File: src/rtl/c3lib_vecsync_pkg.sv
// Shared definitions for the C3 handshake vector synchronizer transmit front end.
// Contains the watchdog state encoding, the watchdog counter width and a
// pointer-width helper used by the FIFO and the top level.
package c3lib_vecsync_pkg;

  typedef enum logic {
    WDOG_IDLE = 1'b0,
    WDOG_WAIT = 1'b1
  } wdog_state_e;

  localparam int WDOG_CNT_W = 16;

  // Read/write pointers carry one extra wrap bit above the entry index.
  function automatic int ptr_width(input int depth);
    return $clog2(depth) + 1;
  endfunction

endpackage

File: src/rtl/c3lib_vecsync_tx_fifo.sv
// Storage, wrap-bit pointers, full/empty and occupancy for the vecsync transmit
// queue. Push and pop are already qualified by the caller; flush snaps the read
// pointer onto the write pointer and takes priority over both.
module c3lib_vecsync_tx_fifo
  import c3lib_vecsync_pkg::*;
#(
  parameter int DWIDTH    = 1,
  parameter int DEPTH     = 4,
  parameter int RESET_VAL = 0
) (
  input  logic                          wr_clk,
  input  logic                          wr_rst_n,
  input  logic                          push,
  input  logic                          pop,
  input  logic                          flush,
  input  logic [DWIDTH-1:0]             wdata,
  output logic [DWIDTH-1:0]             rdata,
  output logic                          full,
  output logic                          empty,
  output logic [ptr_width(DEPTH)-1:0]   level
);

  localparam int PW = ptr_width(DEPTH);
  localparam int AW = PW - 1;
  localparam logic [PW-1:0]     PTR_ONE  = {{(PW-1){1'b0}}, 1'b1};
  localparam logic [DWIDTH-1:0] RST_WORD = (RESET_VAL == 0) ? '0 : '1;

  logic [DWIDTH-1:0] mem [DEPTH];
  logic [PW-1:0]     wptr;
  logic [PW-1:0]     rptr;

  // Advance the pointers; flush discards everything queued by catching rptr up.
  always_ff @(posedge wr_clk or negedge wr_rst_n) begin
    if (!wr_rst_n) begin
      wptr <= '0;
      rptr <= '0;
    end else if (flush) begin
      rptr <= wptr;
    end else begin
      if (push) wptr <= wptr + PTR_ONE;
      if (pop)  rptr <= rptr + PTR_ONE;
    end
  end

  // Entry storage, reset to a known pattern so the head output is defined.
  always_ff @(posedge wr_clk or negedge wr_rst_n) begin
    if (!wr_rst_n) begin
      for (int i = 0; i < DEPTH; i++) mem[i] <= RST_WORD;
    end else if (push && !flush) begin
      mem[wptr[AW-1:0]] <= wdata;
    end
  end

  assign rdata = mem[rptr[AW-1:0]];
  assign empty = (wptr == rptr);
  assign full  = (wptr[PW-1] != rptr[PW-1]) && (wptr[AW-1:0] == rptr[AW-1:0]);
  assign level = wptr - rptr;

endmodule

File: src/rtl/c3lib_vecsync_tx_queue.sv
// Write-side transmit front end for the C3 handshake vector synchronizer.
// Queues producer vectors and hands the head to the synchronizer whenever it
// reports ready-to-load, so the pacing is set entirely by the crossing.
// Optional stall watchdog is built when C3LIB_VECSYNC_TX_WDOG_EN is defined.
module c3lib_vecsync_tx_queue
  import c3lib_vecsync_pkg::*;
#(
  parameter int DWIDTH      = 1,
  parameter int DEPTH       = 4,
  parameter int RESET_VAL   = 0,
  parameter int TIMEOUT_CYC = 1024
) (
  input  logic                          wr_clk,
  input  logic                          wr_rst_n,
  input  logic [DWIDTH-1:0]             in_data,
  input  logic                          in_vld,
  output logic                          in_rdy,
  input  logic                          flush,
  output logic [DWIDTH-1:0]             sync_data_in,
  output logic                          sync_load,
  input  logic                          sync_rdy2ld,
  output logic [ptr_width(DEPTH)-1:0]   level,
  output logic                          stall_err,
  input  logic                          err_clr
);

  logic full;
  logic empty;
  logic push;

  // A full queue refuses input even if it pops this cycle; no pass-through.
  assign in_rdy    = !full;
  assign push      = in_vld && in_rdy && !flush;
  assign sync_load = !empty && sync_rdy2ld && !flush;

  c3lib_vecsync_tx_fifo #(
    .DWIDTH    (DWIDTH),
    .DEPTH     (DEPTH),
    .RESET_VAL (RESET_VAL)
  ) u_fifo (
    .wr_clk   (wr_clk),
    .wr_rst_n (wr_rst_n),
    .push     (push),
    .pop      (sync_load),
    .flush    (flush),
    .wdata    (in_data),
    .rdata    (sync_data_in),
    .full     (full),
    .empty    (empty),
    .level    (level)
  );

`ifdef C3LIB_VECSYNC_TX_WDOG_EN

  localparam logic [WDOG_CNT_W-1:0] TO_LIMIT = WDOG_CNT_W'(TIMEOUT_CYC - 1);

  wdog_state_e           wdog_state;
  logic [WDOG_CNT_W-1:0] wdog_cnt;

  // Watchdog: time how long the synchronizer stays not-ready after a load.
  always_ff @(posedge wr_clk or negedge wr_rst_n) begin
    if (!wr_rst_n) begin
      wdog_state <= WDOG_IDLE;
      wdog_cnt   <= '0;
      stall_err  <= 1'b0;
    end else begin
      case (wdog_state)
        WDOG_IDLE: begin
          if (sync_load) begin
            wdog_state <= WDOG_WAIT;
            wdog_cnt   <= '0;
          end
        end
        WDOG_WAIT: begin
          if (sync_load) begin
            wdog_cnt <= '0;
          end else if (sync_rdy2ld) begin
            wdog_state <= WDOG_IDLE;
            wdog_cnt   <= '0;
          end else if (wdog_cnt != TO_LIMIT) begin
            wdog_cnt <= wdog_cnt + 1'b1;
          end
        end
        default: begin
          wdog_state <= WDOG_IDLE;
          wdog_cnt   <= '0;
        end
      endcase
      if (err_clr) begin
        stall_err <= 1'b0;
      end else if ((wdog_state == WDOG_WAIT) && !sync_rdy2ld && (wdog_cnt == TO_LIMIT)) begin
        stall_err <= 1'b1;
      end
    end
  end

`else

  logic unused_wdog;
  assign unused_wdog = err_clr ^ (TIMEOUT_CYC > 0);
  assign stall_err   = 1'b0;

`endif

endmodule
File: config.mk
export PLATFORM = sky130hd
export DESIGN_NAME = c3lib_vecsync_tx_queue
export DESIGN_NICKNAME = d
export VERILOG_FILES = /design/src/rtl/c3lib_vecsync_pkg.sv /design/src/rtl/c3lib_vecsync_tx_fifo.sv /design/src/rtl/c3lib_vecsync_tx_queue.sv
export SDC_FILE = /design/constraint.sdc
export NUM_CORES = 1
export LEC_CHECK = 0
export ABC_AREA = 0
export CAP_MARGIN = 20
export CORE_AREA = 10 10 55 57
export DETAILED_ROUTE_END_ITERATION = 7
export DIE_AREA = 0 0 65 67
export GPL_TIMING_DRIVEN = 0
export PLACE_DENSITY = 0.74
export SYNTH_ARGS = -nofsm -noshare
export SYNTH_HDL_FRONTEND = slang
export SYNTH_SLANG_ARGS = --single-unit
export TNS_END_PERCENT = 50
File: constraint.sdc
create_clock -name wr_clk -period 1.7 [get_ports wr_clk]
set_input_delay 0.425 -clock wr_clk [delete_from_list [all_inputs] [get_ports wr_clk]]
set_output_delay 0.425 -clock wr_clk [all_outputs]
set_load 0.005 [all_outputs]
==> flow_summary.json <==
{
  "syn_area_per_cell_sq_um": 10.7,
  "die-width_um": 65,
  "ys_top_cells_by_area": "dfrtp_1, ha_1, mux2_4, nand3b_1, inv_1",
  "design.core.area_sq_mm": 0.00194,
  "nets": 118,
  "clk_pin_slew_ns": 0.07,
  "synth_top_area_cell": "dfrtp_1",
  "clock.fmax_mhz": 504,
  "slowest_delay_ns": 0.54,
  "seq_power_share_pct": 19.2,
  "drive_gt1_share_pct": 54.9,
  "place.gp.congestion": 0.755,
  "fin_ws_ns": -0.284,
  "p_per_area_mw_per_mm2": 2250,
  "dp_hpwl_um": 1210,
  "rsz0062_at_grt": "yes",
  "netlist_area_sq_um": 773,
  "switchingPower_mw": 1.03,
  "path_cells": "inv_4 > ha_4 > inv_2 > fa_2 > buf_2",
  "dr_total_vias": 626,
  "fin_area_sq_mm": 0.00113,
  "hold_viol_final": 0,
  "htreeDepth": 1,
  "drt_iter0_drc": 12,
  "holdCritPathClass": "primary input to asynchronous set/reset pin",
  "crit_required_ns": 1.27,
  "num_io_pins": 14,
  "routed_wl_um": 1840,
  "stdcell_count": 129,
  "synth.most_common_cell": "dfrtp_1",
  "cp_max_fo": 2,
  "placed_area_sq_um": 951,
  "avgViaCountPerCell": 4.85,
  "power.share.switching_pct": 40.4,
  "grt_pass1_vias": 652,
  "grtUsageTotal_pct": 8.76,
  "syn_nets": 87,
  "min_period_ns": 1.98,
  "cts.sinks": 10,
  "critPathLaunchType": "flop",
  "drv_slew": 0,
  "insertion_delay_ns": 0.27,
  "synth_top_area_share_pct": 32.4,
  "cts_tree": "done",
  "path_class": "flop to output port",
  "wl_per_cell_um": 14.2,
  "synth.distinct_cells": 32,
  "status": "finished with violations",
  "clk_path_buf_depth": 2,
  "dieArea_sq_mm": 0.00436,
  "synth_edf_count": 0,
  "finalSetupViolCount": 6,
  "netlist_instances": 72,
  "first_pass_iters": 4,
  "initial_core_util_pct": 39.8,
  "ys_ff_latch": 10,
  "port-buffer-count": 11,
  "synth_commonest_cells": "dfrtp_1, ha_1, inv_1, mux2_4, nand3b_1",
  "yosysWarningCount": 0,
  "min_period_over_period_pct": 117,
  "synthFlopType": "dfrtp_1",
  "dp_cells": 110,
  "synth-seq-area-share_pct": 32.4,
  "grt_pass1_wl_um": 3040,
  "cap_violations": 0,
  "rows": 16,
  "cp.arrival_ns": 1.56,
  "drtAntennaViolNets": 0,
  "cts_root_buf": "clkbuf_4",
  "antenna_found_initial": 0,
  "drc_errors": 0,
  "p_comb_share_pct": 72.3,
  "power.static_leakage_nw": 0.506,
  "holdWs_ns": 0.470,
  "violations": "negative setup slack",
  "die_y_um": 67,
  "areaGrowthSynthToFinish_pct": 46.8,
  "grt_max_degree": 11,
  "ir_drop_mv": 1.19,
  "synthArstFlopShare_pct": 100,
  "grt-ovfl-total": 0,
  "fin_tns_setup_ns": -1.20,
  "dp_slack_ns": -0.671,
  "fin_skew_ns": 0.00910,
  "intPower_mw": 1.52,
  "power.share.clock_pct": 8.5,
  "endpoint_kind": "output port",
  "numCtsBuffers": 3,
  "cp_slowest_cell": "fa_2",
  "diodes": 0
}
[layer usage]
layer / GRT usage, % / vias up / part of all wire [%]
met2: 15.3 / 11 / 53
met1: 9.25 / 299 / 42
met3: 3.85 / 6 / 3.3
met5: 0 / - / 0
li1: - / 310 / -
met4: 2.94 / 0 / 1.8
[what timing repair did]
| action | CTS | global route |
|---|---|---|
| setup endpoints to repair | 8 | 8 |
| hold buffers | 0 | 0 |
| buffers inserted | 15 | 2 |
| pin swaps | 6 | 5 |
| gates resized for setup | 39 | 4 |
[sequential cells by signal, indices dropped and copies added (netlist names)]
register and flops:
u_fifo.wptr 3, u_fifo.rptr 3, u_fifo.mem 4
[worst max-delay path: cells and delay by family, from the launching register on]
family / cells / cell delay, ns
buffers and inverters: 3 / 0.21
DFF: 1 / 0.42
adders and majority gates: 2 / 0.66
[path summary, 6_finish.rpt]
check	startpoint	endpoint	slack, ns	depth (start not counted)
setup / recovery	u_fifo.wptr[0]$_DFFE_PN0P_	level[1]	-0.28	5
hold / removal	wr_rst_n	u_fifo.mem[3]$_DFFE_PN0P_	0.47	1
setup reg to reg	u_fifo.rptr[0]$_DFFE_PN0P_	u_fifo.wptr[1]$_DFFE_PN0P_	-0.12	6
hold reg to reg	u_fifo.mem[1]$_DFFE_PN0P_	u_fifo.mem[1]$_DFFE_PN0P_	0.52	1
max in group asynchronous	wr_rst_n	u_fifo.wptr[0]$_DFFE_PN0P_	0.88	1
min in group wr_clk	u_fifo.mem[1]$_DFFE_PN0P_	u_fifo.mem[1]$_DFFE_PN0P_	0.52	1
[through the flow]
| stage | util [%] | power, mW |
|---|---|---|
| 6_report | 58.4 | 2.55 |
| 5_1_grt | 58.4 | 2.75 |
| 4_1_cts | 56.9 | 2.48 |
| 3_5_place_dp | 49.0 | 1.93 |
| 3_3_place_gp | 49.0 | 1.91 |
| 2_1_floorplan | - | 1.42 |
[layout make-up]
type	count	area, sq um
inverter	7	28.8
multi-input combinational	51	536
buffer	3	26.3
fill	156	807
clock buffer	4	36.3
sequential	10	255
tap	27	33.8
timing repair buffer	27	219
[cells by family after synthesis]
logic type                 after synthesis  synth area share [%]
AOI/OAI and AO/OA                       13                  12.9
xor gates and xnor gates                 4                  5.50
adders and majority gates                8                  13.9
buffers and inverters                   11                  7.77
DFF                                     10                  32.4
muxes                                    6                  12.1
other                                    1                 0.485
and+or+nand+nor                         19                  14.9
[placed cells by master, fill, tap and decap left out, drive strengths merged]
cell type      Yosys  routed
a211oi             1       1
o31a               1       1
xnor2              2       2
dlygate4sd2        0       1
ha                 7       7
clkdlybuf4s50      0       4
buf                3      24
nand3              3       3
mux4               1       1
a211o              1       1
and2               1       1
o22ai              1       1
o211a              1       1
o21ai              2       2
inv                7       7
clkbuf             1       5
xor2               2       2
or4                1       1
nand4b             1       1
dfrtp             10      10
nand3b             4       4
nor3b              3       3
o2111ai            1       1
a21oi              4       4
nand2              3       3
a22oi              1       1
fa                 1       1
conb               1       1
mux2               5       5
nor2               3       3
[power by group through the flow]
stage	logic [mW]	registers, mW	clock network (mW)
finish	1.84	0.491	0.217
global route	2.02	0.506	0.229
CTS	1.77	0.487	0.220
detailed placement	1.39	0.544	0
global placement	1.37	0.537	0
floorplan	0.922	0.496	0
No activity file was read; power rests on OpenSTA's default activity.
